`src/rtl/narnet_core.sv`:
```
// narnet_core: time-multiplexed NAR-network inference core.
//   One hidden tanh layer (N_HIDDEN neurons over an N_DELAY-deep tap line)
//   followed by a linear output neuron, all computed on a single MAC.
//   Weights/biases come from an external synchronous ROM and tanh from an
//   external synchronous LUT (both return data one cycle after the address).
//
// Ports:
//   clk, rst          clock, synchronous active-high reset
//   in_valid/in_data  sample offer; accepted when in_ready is high
//   in_ready          core idle and able to accept a sample
//   rom_addr/rom_data weight ROM port
//   lut_addr/lut_data tanh LUT port (index = narrowed pre-activation)
//   y_valid/y_out     one-cycle result strobe, y_out held until next strobe
//
// Build option:
//   NARNET_SAT_EN  when defined, every narrowing to DATA_W clamps to the
//                  signed DATA_W range; otherwise the low DATA_W bits are kept.
//
// ROM map: b1[h] at h, W1[h][k] at N_HIDDEN+h*N_DELAY+k,
//          W2[h] at N_HIDDEN*(N_DELAY+1)+h, b2 at N_HIDDEN*(N_DELAY+2).
module narnet_core #(
  parameter int DATA_W   = 8,
  parameter int FRAC_W   = 6,
  parameter int N_HIDDEN = 5,
  parameter int N_DELAY  = 16,
  parameter int ADDR_W   = 8,
  parameter int INIT_TAP = 24
) (
  input  logic              clk,
  input  logic              rst,
  input  logic              in_valid,
  input  logic [DATA_W-1:0] in_data,
  output logic              in_ready,
  output logic [ADDR_W-1:0] rom_addr,
  input  logic [DATA_W-1:0] rom_data,
  output logic [DATA_W-1:0] lut_addr,
  input  logic [DATA_W-1:0] lut_data,
  output logic              y_valid,
  output logic [DATA_W-1:0] y_out
);

  localparam int ACC_W   = 2*DATA_W + $clog2(N_DELAY+1);
  localparam int TAP_W   = $clog2(N_DELAY);
  localparam int HID_W   = $clog2(N_HIDDEN+2);
  localparam int CNT_MAX = ((N_DELAY > N_HIDDEN) ? N_DELAY : N_HIDDEN) + 2;
  localparam int CNT_W   = $clog2(CNT_MAX);
  localparam int W1_BASE = N_HIDDEN;
  localparam int W2_BASE = N_HIDDEN*(N_DELAY+1);
  localparam int B2_ADDR = N_HIDDEN*(N_DELAY+2);

  localparam logic signed [ACC_W-1:0] S_MAX = ACC_W'((1 << (DATA_W-1)) - 1);
  localparam logic signed [ACC_W-1:0] S_MIN = ~S_MAX;

  typedef enum logic [2:0] {IDLE, PUSH, L1, TANH, L2, OUT} state_t;

  state_t                             state;
  logic [CNT_W-1:0]                   cnt;     // phase within neuron / TANH / L2
  logic [HID_W-1:0]                   h;       // current hidden neuron in L1
  logic [ADDR_W-1:0]                  w_ptr;   // next W1 address (contiguous across neurons)
  logic [TAP_W-1:0]                   wp;      // tap write pointer
  logic [N_DELAY-1:0][DATA_W-1:0]     taps;
  logic [N_HIDDEN-1:0][DATA_W-1:0]    pre;
  logic [N_HIDDEN-1:0][DATA_W-1:0]    act;
  logic [DATA_W-1:0]                  sample;
  logic signed [ACC_W-1:0]            acc;

  // Arithmetic shift (floor) then narrow: clamp or wrap.
  function automatic logic [DATA_W-1:0] narrow(input logic signed [ACC_W-1:0] a);
    logic signed [ACC_W-1:0] s;
    logic [DATA_W-1:0]       r;
    s = a >>> FRAC_W;
`ifdef NARNET_SAT_EN
    if (s > S_MAX)      r = S_MAX[DATA_W-1:0];
    else if (s < S_MIN) r = S_MIN[DATA_W-1:0];
    else                r = s[DATA_W-1:0];
`else
    r = s[DATA_W-1:0];
`endif
    return r;
  endfunction

  // Tap k (k = cnt-2) is the sample accepted k steps ago; newest sits at wp-1.
  logic [TAP_W-1:0] tap_idx;
  always_comb begin
    int ti;
    ti = 0;
    if (cnt >= CNT_W'(2)) begin
      ti = int'(wp) + N_DELAY + 1 - int'(cnt);
      if (ti >= N_DELAY) ti = ti - N_DELAY;
    end
    tap_idx = TAP_W'(ti);
  end

  logic [HID_W-1:0] a_idx, t_m1, t_p1;
  assign a_idx = (cnt >= CNT_W'(2)) ? HID_W'(cnt - CNT_W'(2)) : '0;
  assign t_m1  = HID_W'(cnt - CNT_W'(1));
  assign t_p1  = HID_W'(cnt + CNT_W'(1));

  // Single MAC: ROM word times tap (L1) or activation (L2).
  logic [DATA_W-1:0]         mul_b;
  logic signed [2*DATA_W-1:0] op_a, op_b, prod;
  logic signed [ACC_W-1:0]    rom_ext, bias_ext, acc_sum;

  assign mul_b    = (state == L2) ? act[a_idx] : taps[tap_idx];
  assign op_a     = {{DATA_W{rom_data[DATA_W-1]}}, rom_data};
  assign op_b     = {{DATA_W{mul_b[DATA_W-1]}}, mul_b};
  assign prod     = op_a * op_b;
  assign rom_ext  = {{(ACC_W-DATA_W){rom_data[DATA_W-1]}}, rom_data};
  assign bias_ext = rom_ext <<< FRAC_W;
  assign acc_sum  = acc + {{(ACC_W-2*DATA_W){prod[2*DATA_W-1]}}, prod};

  always_ff @(posedge clk) begin
    if (rst) begin
      state    <= IDLE;
      in_ready <= 1'b0;
      y_valid  <= 1'b0;
      y_out    <= '0;
      rom_addr <= '0;
      lut_addr <= '0;
      taps     <= {N_DELAY{DATA_W'(INIT_TAP)}};
      wp       <= '0;
      cnt      <= '0;
      h        <= '0;
      w_ptr    <= '0;
      acc      <= '0;
      sample   <= '0;
      pre      <= '0;
      act      <= '0;
    end else begin
      y_valid <= 1'b0;
      case (state)
        IDLE: begin
          in_ready <= 1'b1;
          if (in_valid && in_ready) begin
            sample   <= in_data;
            in_ready <= 1'b0;
            state    <= PUSH;
          end
        end

        PUSH: begin
          taps[wp] <= sample;
          wp       <= (wp == TAP_W'(N_DELAY-1)) ? '0 : wp + TAP_W'(1);
          rom_addr <= '0;                 // b1[0]
          w_ptr    <= ADDR_W'(W1_BASE);
          h        <= '0;
          cnt      <= '0;
          state    <= L1;
        end

        // cnt 0: bias address out; 1..N_DELAY: weight addresses out;
        // data lags address by one, so the MAC runs at cnt 2..N_DELAY+1.
        L1: begin
          if (cnt == CNT_W'(1))       acc <= bias_ext;
          else if (cnt >= CNT_W'(2))  acc <= acc_sum;
          if (cnt == CNT_W'(N_DELAY+1)) begin
            pre[h] <= narrow(acc_sum);
            cnt    <= '0;
            if (h == HID_W'(N_HIDDEN-1)) begin
              state    <= TANH;
              // With one neuron its pre-activation is being written this edge.
              lut_addr <= (N_HIDDEN == 1) ? narrow(acc_sum) : pre[0];
            end else begin
              h        <= h + HID_W'(1);
              rom_addr <= ADDR_W'(h) + ADDR_W'(1);
            end
          end else begin
            cnt <= cnt + CNT_W'(1);
            if (cnt < CNT_W'(N_DELAY)) begin
              rom_addr <= w_ptr;
              w_ptr    <= w_ptr + ADDR_W'(1);
            end
          end
        end

        // LUT index pre[t] is presented at cnt t, its result captured at t+1.
        TANH: begin
          if (cnt != '0) act[t_m1] <= lut_data;
          if (cnt == CNT_W'(N_HIDDEN)) begin
            cnt      <= '0;
            rom_addr <= ADDR_W'(B2_ADDR);
            state    <= L2;
          end else begin
            cnt <= cnt + CNT_W'(1);
            if (cnt < CNT_W'(N_HIDDEN-1)) lut_addr <= pre[t_p1];
          end
        end

        L2: begin
          if (cnt == CNT_W'(1))       acc <= bias_ext;
          else if (cnt >= CNT_W'(2))  acc <= acc_sum;
          if (cnt == CNT_W'(N_HIDDEN+1)) begin
            y_out   <= narrow(acc_sum);
            y_valid <= 1'b1;
            cnt     <= '0;
            state   <= OUT;
          end else begin
            cnt <= cnt + CNT_W'(1);
            if (cnt < CNT_W'(N_HIDDEN))
              rom_addr <= ADDR_W'(W2_BASE) + ADDR_W'(cnt);
          end
        end

        // Strobe cycle; ready returns on the following cycle.
        OUT: begin
          in_ready <= 1'b1;
          state    <= IDLE;
        end

        default: state <= IDLE;
      endcase
    end
  end

endmodule
```
`config.mk`:
```
export PLATFORM = sky130hd
export DESIGN_NAME = narnet_core
export DESIGN_NICKNAME = d
export VERILOG_FILES = /design/src/rtl/narnet_core.sv
export SDC_FILE = /design/constraint.sdc
export NUM_CORES = 1
export LEC_CHECK = 0
export BUFFER_PORTS_ARGS = -buffer_cell sky130_fd_sc_hd__buf_2
export CAP_MARGIN = 20
export CORE_MARGIN = 10
export CORE_UTILIZATION = 40
export DETAILED_ROUTE_END_ITERATION = 8
export REMOVE_ABC_BUFFERS = 1
export SLEW_MARGIN = 0
export SYNTH_ARGS = -nofsm -noshare
export SYNTH_HDL_FRONTEND = slang
export SYNTH_SLANG_ARGS = --single-unit
```
`constraint.sdc`:
```
create_clock -name clk -period 7.7 [get_ports clk]
set_input_delay 0.385 -clock clk [delete_from_list [all_inputs] [get_ports clk]]
set_output_delay 0.385 -clock clk [all_outputs]
set_load 0.01 [all_outputs]
```
# [Word-level counts from Yosys, hierarchy flattened]
# Index checks and enable logic that the tools add are counted.
[word_totals] output_inout_bits=26 ff_bits=286 word_cells=168 in_bits=27
[classes] mux=53 order_cmp=14 multipliers=1 n_bitwise=1 n_eq_ne=25 reduce_logical=23 addsub=13
[op_table] op="2-to-1 mux 8 bit" n=19
[op_table] op="bitwise mux 128 bit" n=1
[op_table] op="bitwise mux 40 bit" n=2
[op_table] op="binary-select mux 8 bit (select 3 bit)" n=2
[op_table] op="demux 8 bit (select 3 bit)" n=2
[op_table] op="2-to-1 mux 21 bit" n=2
[op_table] op="binary-select mux 8 bit (select 4 bit)" n=1
[op_table] op="demux 8 bit (select 4 bit)" n=1
[op_table] op="case mux 8 bit (2 select lines)" n=2
[op_table] op="case mux 8 bit (4 select lines)" n=1
[op_table] op="2-to-1 mux 3 bit" n=8
[op_table] op="adder 21 bit" n=1
[op_table] op="inequality test 2 bit (second input constant)" n=10
[op_table] op="case mux 5 bit (4 select lines)" n=1
[op_table] op="less-than comparator 3 x 4 -> 1 bit (second input constant)" n=4
[op_table] op="multiplier 8 x 8 -> 16 bit" n=1
[op_table] op="2-to-1 mux 5 bit" n=3
[op_table] op="case mux 3 bit (5 select lines)" n=1
[op_table] op="2-to-1 mux 4 bit" n=3
[op_table] op="== test 5 x 3 -> 1 bit (second input constant)" n=2
[op_table] op="less-than comparator 4 x 5 -> 1 bit (second input constant)" n=2
[op_table] op="less-than comparator 5 x 3 -> 1 bit (second input constant)" n=2
[op_table] op="AND reduction 2 bit" n=5
[op_table] op="AND reduction 5 bit" n=2
[op_table] op="37 further kinds" n=52

# [Logic depth before layout (Yosys ltp)]
# Gate-level depths: netlist of the first run.
[depth] word_depth=13 depth_mapped=40 depth_no_buf=37

# [Worst setup path after synthesis of the first run]
# OpenSTA, ideal clock, no wires.
[synth_timing] path_kind="flip-flop to flip-flop" start="register cnt[0]" end="register pre[23] (netlist name)" arrival_ps=8158 synth_period_minus_slack_ps=8311 slack_ps=-611 setup_ps=153 required_ps=7547 path_buffers=4 path_stages_with_launch=37 path_cell_list="dfxtp_1 > buf_2 > clkinv_1 > ha_1 > ha_1 > inv_1 > fa_1 > buf_2 > a21oi_1 > clkbuf_1 > clkbuf_1 > a31oi_1 > a21oi_1 > a21oi_1 > a21oi_1 > nor2b_1 > fa_1 > inv_1 > fa_1 > inv_1 > fa_1 > inv_1 > fa_1 > inv_1 > ha_1 > inv_1 > nor2_1 > nor2_1 > o21bai_1 > a21oi_1 > xnor2_1 > ha_1 > nand2_1 > o41a_1 > o21ai_0 > xnor2_2 > a211oi_2"
[synth_between] elab_chain_len=10 elab_cells_between_ends=18 classes_between="add/sub: 4; mul: 1; order compare: 2; eq/ne: 1; mux: 9; reduce/logical: 1"
[synth_lines] element="start, declared" line="57" source="logic [CNT_W-1:0] cnt;"
[synth_lines] element="start signal, assigned" line="168" source="cnt <= cnt + CNT_W'(1);"
[synth_lines] element="start signal, assigned" line="184" source="cnt <= cnt + CNT_W'(1);"
[synth_lines] element="start signal, assigned" line="198" source="cnt <= cnt + CNT_W'(1);"
[synth_lines] element="subtractor 7 x 5 -> 8 bit" line="88" source="ti = int'(wp) + N_DELAY + 1 - int'(cnt);"
[synth_lines] element=">= comparator 8 x 6 -> 1 bit or subtractor 4 x 1 -> 4 bit (tied branches)" line="89" source="if (ti >= N_DELAY) ti = ti - N_DELAY;"
[synth_lines] element="2-to-1 mux 4 bit" line="89"
[synth_lines] element="2-to-1 mux 4 bit" line="87" source="if (cnt >= CNT_W'(2)) begin"
[synth_lines] element="binary-select mux 8 bit (select 4 bit)" line="104" source="assign mul_b = (state == L2) ? act[a_idx] : taps[tap_idx];"
[synth_lines] element="2-to-1 mux 8 bit (not written as such)" line="104"
[synth_lines] element="2-to-1 mux 8 bit" line="104"
[synth_lines] element="multiplier 8 x 8 -> 16 bit" line="107" source="assign prod = op_a * op_b;"
[synth_lines] element="adder 21 bit" line="110" source="assign acc_sum = acc + {{(ACC_W-2*DATA_W){prod[2*DATA_W-1]}}, prod};"
[synth_lines] element="bitwise mux 40 bit" line="157" source="pre[h] <= narrow(acc_sum);"
[synth_lines] element="end signal, assigned by index" line="157"
[synth_lines] element="end, declared" line="62" source="logic [N_HIDDEN-1:0][DATA_W-1:0] pre;"
# Parallel ways exist; a longest one is shown, timed or not. The select of a mux whose other input is x is not followed.
# A chain may end at the register's enable or synchronous reset.

# [Final worst setup path of the first run]
[layout_timing] start="register wp[1]" end="register pre[15] (netlist name)"
[layout_between] elab_chain_len=12 elab_cells_between_ends=13 classes_between="add/sub: 5; mul: 1; order compare: 1; mux: 6"
[layout_lines] element="start, declared" line="60" source="logic [TAP_W-1:0] wp;"
[layout_lines] element="start signal, assigned" line="143" source="wp <= (wp == TAP_W'(N_DELAY-1)) ? '0 : wp + TAP_W'(1);"
[layout_lines] element="adder 4 x 5 -> 6 bit (*)" line="88"
[layout_lines] element="adder 6 x 1 -> 7 bit (*)" line="88"
[layout_lines] element="subtractor 7 x 5 -> 8 bit (*)" line="88"
[layout_lines] element=">= comparator 8 x 6 -> 1 bit or subtractor 4 x 1 -> 4 bit (tied branches)" line="89"
[layout_lines] element="2-to-1 mux 4 bit (*)" line="89"
[layout_lines] element="2-to-1 mux 4 bit (*)" line="87"
[layout_lines] element="binary-select mux 8 bit (select 4 bit) (*)" line="104"
[layout_lines] element="2-to-1 mux 8 bit (not written as such) (*)" line="104"
[layout_lines] element="2-to-1 mux 8 bit (*)" line="104"
[layout_lines] element="multiplier 8 x 8 -> 16 bit (*)" line="107"
[layout_lines] element="adder 21 bit (*)" line="110"
[layout_lines] element="bitwise mux 40 bit (*)" line="157"
# Mark *: on every way between the ends. The rest lies on a longest branch, timed or not. The select of a mux whose other input is x is not followed.

==> flow_metrics.env, run 1 <==
export IMPL_pwr_share_comb_pct=47.3
export IMPL_cpPeakStageDelay_ns=0.60
export IMPL_async_flop_share_pct=0
export IMPL_clock_sinks=279
export IMPL_grt_antenna_before_repair=0
export IMPL_synth_top_family_by_area="simple AND/OR/NAND/NOR gates"
export IMPL_start_util_pct=40.5
export IMPL_syn_instance_count=1859
export IMPL_cts_root_buf="clkbuf_16"
export IMPL_max_freq_mhz=134
export IMPL_pwr_density_cell_nw_per_um2=326
export IMPL_synthSimpleGateAreaFrac_pct=21.1
export IMPL_worstHoldStart="in_data[1]"
export IMPL_grt_setup_unrepaired="true"
export IMPL_synth_common_cells="nand2_1, dfxtp_1, nor2_1"
export IMPL_min_to="sample[1]$_SDFFE_PP0P_"
export IMPL_clock_latency_ns=0.56
export IMPL_crit_buf_inv=13
export IMPL_first_global_vias=13200
export IMPL_synth_top_area_share_pct=35.7
export IMPL_yosys_area_top_type="dfxtp_1"
export IMPL_drive_gt1_share_pct=19.1
export IMPL_dp_hpwl_um=29800
export IMPL_synth_cell_type_count=74
export IMPL_startpoint_type="flop"
export IMPL_yosys_area_share_xor_xnor_pct=2.60
export IMPL_fin_nets=2094
export IMPL_synthTopCellsByArea="dfxtp_1, mux2i_1, nand2_1"
export IMPL_routabilityCongestion=0.837
export IMPL_status="completed"
export IMPL_clock_skew_final_ns=0.0216
export IMPL_fin_crit_ns=7.48
export IMPL_cp_required_ns=8.09
export IMPL_via_count=13500
export IMPL_drv_slew=0
export IMPL_crit_family="adder cells"
export IMPL_switching_share_pct=38.6
export IMPL_relSlewSlack_pct=28.8
export IMPL_rows=72
export IMPL_ys_flop_type="dfxtp_1"
export IMPL_drt_iter0_markers=880
export IMPL_reg2reg_depth=40
export IMPL_grt_pass1_wl_um=69200
export IMPL_io_pins=53
export IMPL_numPortBuffers=52
export IMPL_synth_area_per_cell_um2=8.42
export IMPL_cts_buffers=35
export IMPL_cp_common_cell="inv_2"
export IMPL_synthAdderAreaFrac_pct=11.1
export IMPL_synth_most_common_cell="nand2_1"
export IMPL_reg2reg_slack_ns=0.22
export IMPL_crit_slowest_cell="fa_2"
export IMPL_crit_path_end_kind="flop"
export IMPL_die_area_um2=47400
export IMPL_coreArea_um2=38600
export IMPL_dp_cells=2414
export IMPL_peakVddDrop_mv=0.310
export IMPL_timing_rr_end="pre[15]$_SDFFE_PP0P_"
export IMPL_final_cells=2500
export IMPL_hold_depth=3
export IMPL_synth_warnings=0
export IMPL_cts_hold_buffers=0
export IMPL_seqPwrFrac_pct=25.2
export IMPL_ant_nets=0
export IMPL_cts_tree="yes"
export IMPL_setup_viol=0
export IMPL_detail_route_wl_per_cell_um=17.9
export IMPL_clkTransAtPathRegs_ns=0.06
export IMPL_internal_power_uw=3830
export IMPL_hold_viol=0
export IMPL_p_sw_uw=2410
export IMPL_drc=0
export IMPL_syn2layout_area_growth_pct=22.3
export IMPL_synth_area_um2=15700
export IMPL_firstDrtPassIters=6
export IMPL_final_util_pct=49.5
export IMPL_p_clk_share_pct=27.4
export IMPL_cts_buffer_depth=3
export IMPL_synth_edf_count=0
export IMPL_wirelength_um=44800
export IMPL_fin_tns_setup_ns=0
export IMPL_ys_ff_latch=279
export IMPL_min_path_type="in2reg"
export IMPL_p_leak_uw=0.00794
export IMPL_synth_compound_area_share_pct=14.3
export IMPL_viasPerCell=5.41
export IMPL_whs_ns=0.0608
export IMPL_arrival_ns=7.86
export IMPL_worst_pin_slew_ns=1.06
export IMPL_yosysSeqAreaShare_pct=35.7
export IMPL_die_width_um=218
export IMPL_num_antenna_cells=0
export IMPL_die_y_um=218
export IMPL_grt_overflow=0
export IMPL_cp_max_fo=6
export IMPL_h_tree_depth=2
export IMPL_grt_usage_pct=17.9
export IMPL_worstSetupPathType="reg2reg"
export IMPL_drv_cap=0
export IMPL_rr_startpoint="wp[1]$_SDFFE_PP0P_"
export IMPL_post_route_period_util_pct=97.1
export IMPL_finalPower_uw=6240
export IMPL_synth_mux_area_share_pct=10.0
export IMPL_grt_max_degree=86
[power groups by stage]
| stage | clock [uW] | combinational, uW | sequential (uW) |
|---|---|---|---|
| floorplan | 0 | 1630 | 1610 |
| global placement | 0 | 2620 | 1600 |
| detailed placement | 0 | 2660 | 1600 |
| CTS | 1750 | 2740 | 1570 |
| global route | 1800 | 3260 | 1580 |
| finish | 1710 | 2950 | 1570 |
[stage by stage]
stage                     cell area (um2)  worst slack (ns)
after floorplan                     15200             -2.32
after global placement              16900            -0.255
after detailed placement            16900            -0.307
after CTS                           18200           0.00466
after global routing                19100            -0.105
final                               19100             0.224
[state kept, by name (all words and copies together) (netlist names)]
register,flops
taps,128
act,40
pre,40
acc,14
lut_addr,8
rom_addr,8
sample,8
w_ptr,8
y_out,8
cnt,5
wp,4
h,3
state,3
in_ready,1
y_valid,1
[tightest hold or removal path: cells and delay by family]
| family | cells | cell delay, ns |
|---|---|---|
| buffers and inverters | 1 | 0.07 |
| and+or+nand+nor | 1 | 0.07 |
| muxes | 1 | 0.05 |
[metal layers]
layer / GRT usage [%] / vias to the layer above / wire [um]
li1: - / 6560 / -
met1: 22.0 / 6541 / 19400
met2: 31.2 / 338 / 21800
met3: 2.65 / 80 / 2290
met4: 6.73 / 0 / 1250
met5: 0 / - / 0
[final cells by class]
cell class              instances  area [um2]
clock inverters                17         245
clock buffers                  44         960
fillers                      3649       19500
multi-input cells            1373        9940
well taps                     518         648
repair buffers                175        1400
flip-flops and latches        279        5590
inverters                      94         355
[placed cells by master (no fill, tap or decap), types with 9 or more instances in the layout]
cell type,synthesis,routed
or3_1,10,10
a31oi_1,13,9
buf_4,0,98
buf_6,3,10
a211oi_1,40,19
nor2_1,184,182
a211oi_2,4,21
xor2_1,15,15
a22oi_1,16,16
mux2i_1,122,122
a21oi_1,179,158
xnor2_1,25,25
nor3_1,16,13
and2_1,27,27
o21ai_0,20,18
nand2_1,306,304
and3_1,11,9
clkbuf_16,0,39
buf_2,9,51
inv_2,0,14
ha_1,59,47
a21oi_2,0,10
nand3_1,62,62
nand4_1,10,10
inv_1,92,78
nand2b_1,21,18
fa_1,50,46
a21oi_4,0,11
mux4_2,15,15
dfxtp_1,279,277
ha_4,0,9
a311oi_1,11,11
nor2b_1,49,41
[kinds of logic after synthesis]
group	after synthesis
compound gates	355
flops	279
simple gates	728
xor+xnor	43
mux	138
fa+ha+maj	109
buf+inv	207
[worst max path at each step]
stage | startpoint | endpoint | slack (ns) | depth (start not counted)
floorplan | cnt[0]$_SDFFE_PP0N_ | pre[23]$_SDFFE_PP0P_ | -2.32 | 32
global placement | wp[1]$_SDFFE_PP0P_ | pre[39]$_SDFFE_PP0P_ | -0.26 | 34
detailed placement | wp[1]$_SDFFE_PP0P_ | pre[15]$_SDFFE_PP0P_ | -0.31 | 34
CTS | wp[1]$_SDFFE_PP0P_ | pre[22]$_SDFFE_PP0P_ | 0.005 | 35
global route | wp[1]$_SDFFE_PP0P_ | pre[39]$_SDFFE_PP0P_ | -0.10 | 40
finish | wp[1]$_SDFFE_PP0P_ | pre[15]$_SDFFE_PP0P_ | 0.22 | 40
[timing repair]
action,CTS,global route
pin swaps,2,78
endpoints found under the setup margin,28,39
gates resized for setup,15,141
setup buffers,0,21
cloned,0,4
No activity file was read; power rests on OpenSTA's default activity.
==> run 2: changes to the inputs <==
--- a/config.mk
+++ b/config.mk
@@ -10,6 +10,8 @@
 export CORE_MARGIN = 10
 export CORE_UTILIZATION = 40
 export DETAILED_ROUTE_END_ITERATION = 8
+export GPL_ROUTABILITY_DRIVEN = 1
+export RECOVER_POWER = 25
 export REMOVE_ABC_BUFFERS = 1
 export SLEW_MARGIN = 0
 export SYNTH_ARGS = -nofsm -noshare
==> flow_metrics.env, run 2 (synthesized netlist as in run 1, its figures left out) <==
export IMPL_die_width_um=218
export IMPL_post_route_period_util_pct=97.2
export IMPL_relSlewSlack_pct=28.9
export IMPL_routabilityCongestion=0.837
export IMPL_max_freq_mhz=134
export IMPL_clkTransAtPathRegs_ns=0.05
export IMPL_cts_buffers=35
export IMPL_rows=72
export IMPL_drive_gt1_share_pct=17.6
export IMPL_startpoint_type="flop"
export IMPL_mostFrequentLayoutCell="nand2_1"
export IMPL_worstSetupPathType="reg2reg"
export IMPL_cp_max_fo=7
export IMPL_grt_pass1_wl_um=69200
export IMPL_cpPeakStageDelay_ns=0.54
export IMPL_dp_hpwl_um=29800
export IMPL_detail_route_wl_per_cell_um=17.9
export IMPL_final_cell_mix="nand2_1, dfxtp_1, nor2_1"
export IMPL_final_util_pct=49.4
export IMPL_drv_slew=0
export IMPL_whs_ns=0.0613
export IMPL_worst_pin_slew_ns=1.06
export IMPL_cts_buffer_depth=3
export IMPL_ant_nets=0
export IMPL_grt_setup_unrepaired="true"
export IMPL_setup_viol=0
export IMPL_die_area_um2=47400
export IMPL_via_count=13500
export IMPL_fin_crit_ns=7.48
export IMPL_drv_cap=0
export IMPL_p_leak_uw=0.00782
export IMPL_io_pins=53
export IMPL_fin_nets=2094
export IMPL_largest_register_ffs=128
export IMPL_crit_path_end_kind="flop"
export IMPL_arrival_ns=7.95
export IMPL_clock_sinks=279
export IMPL_fin_tns_setup_ns=0
export IMPL_first_global_vias=13200
export IMPL_num_antenna_cells=0
export IMPL_status="completed"
export IMPL_crit_slowest_cell="fa_1"
export IMPL_viasPerCell=5.41
export IMPL_syn2layout_area_growth_pct=21.9
export IMPL_hold_viol=0
export IMPL_cts_hold_buffers=0
export IMPL_start_util_pct=40.5
export IMPL_grt_max_degree=86
export IMPL_drc=0
export IMPL_largest_register="taps"
export IMPL_cts_tree="yes"
export IMPL_cts_root_buf="clkbuf_16"
export IMPL_die_y_um=218
export IMPL_peakVddDrop_mv=0.309
export IMPL_wirelength_um=44800
export IMPL_clock_skew_final_ns=0.0213
export IMPL_coreArea_um2=38600
export IMPL_min_path_type="in2reg"
export IMPL_cp_required_ns=8.17
export IMPL_firstDrtPassIters=5
export IMPL_grt_overflow=0
export IMPL_h_tree_depth=2
export IMPL_pwr_density_cell_nw_per_um2=326
export IMPL_grt_antenna_before_repair=0
export IMPL_drt_iter0_markers=960
export IMPL_numPortBuffers=52
export IMPL_clock_latency_ns=0.56
export IMPL_top_regs="taps (128), act (40), pre (40)"
export IMPL_grt_usage_pct=17.9
-- run 2: changes by cell type in the layout (fill, tap and decap cells not counted), sizes merged --
cell | before | now
clkbuf | 50 | 79
buf | 169 | 140
-- run 2: stage by stage --
| stage | area (um2) | worst slack (ns) | instances | total power (uW) |
|---|---|---|---|---|
| 2_1_floorplan | 15200 | -2.32 | 1746 | 3230 |
| 3_3_place_gp | 16900 | -0.255 | 2414 | 4220 |
| 3_5_place_dp | 16900 | -0.307 | 2414 | 4270 |
| 4_1_cts | 18200 | 0.00466 | 2475 | 6060 |
| 5_1_grt | 19100 | -0.105 | 2500 | 6630 |
| 6_report | 19100 | 0.216 | 2500 | 6230 |
-- run 2: worst max-delay path, delay by kind of cell (launching register included) --
family / cells / cell delay (ns)
AND/OR/NAND/NOR: 2 / 0.54
adder cells (fa/ha/maj): 9 / 3.48
flip-flops: 1 / 0.33
AO/OA/AOI/OAI: 10 / 1.64
XOR/XNOR: 1 / 0.11
buffers and inverters: 12 / 1.24
-- run 2: worst paths after layout --
| path | startpoint | end | slack [ns] | cells past startpoint |
|---|---|---|---|---|
| setup / recovery | wp[1]$_SDFFE_PP0P_ | pre[36]$_SDFFE_PP0P_ | 0.22 | 34 |
| hold reg to reg | pre[12]$_SDFFE_PP0P_ | pre[12]$_SDFFE_PP0P_ | 0.45 | 2 |
| hold / removal | in_data[1] | sample[1]$_SDFFE_PP0P_ | 0.06 | 3 |
| setup reg to reg | wp[1]$_SDFFE_PP0P_ | pre[36]$_SDFFE_PP0P_ | 0.22 | 34 |
-- run 2: cell type report --
type / instances / area [um2]
Inverter: 94 / 355
Clock inverter: 17 / 245
Tap cell: 518 / 648
Multi-Input combinational cell: 1373 / 9930
Sequential cell: 279 / 5590
Fill cell: 3655 / 19600
Timing Repair Buffer: 175 / 1360
Clock buffer: 44 / 960
-- run 2: report_power, final --
| part | internal, uW | switching, uW |
|---|---|---|
| sequential | 1500 | 76.8 |
| clock | 1030 | 683 |
| combinational | 1290 | 1650 |
| total | 3820 | 2410 |
-- run 2: routing by layer --
metal / GRT usage (%) / part of all wire (%) / vias to the layer above
li1: - / - / 6550
met1: 22.0 / 43 / 6561
met2: 31.2 / 49 / 334
met3: 2.65 / 4.8 / 85
met4: 6.73 / 2.8 / 0
met5: 0 / 0 / -
-- run 2: timing repair --
action | in CTS | in global routing
pin swaps | 2 | 78
setup endpoints to repair | 28 | 39
gates resized for setup | 15 | 141
cloned | 0 | 4
buffers inserted | 0 | 21
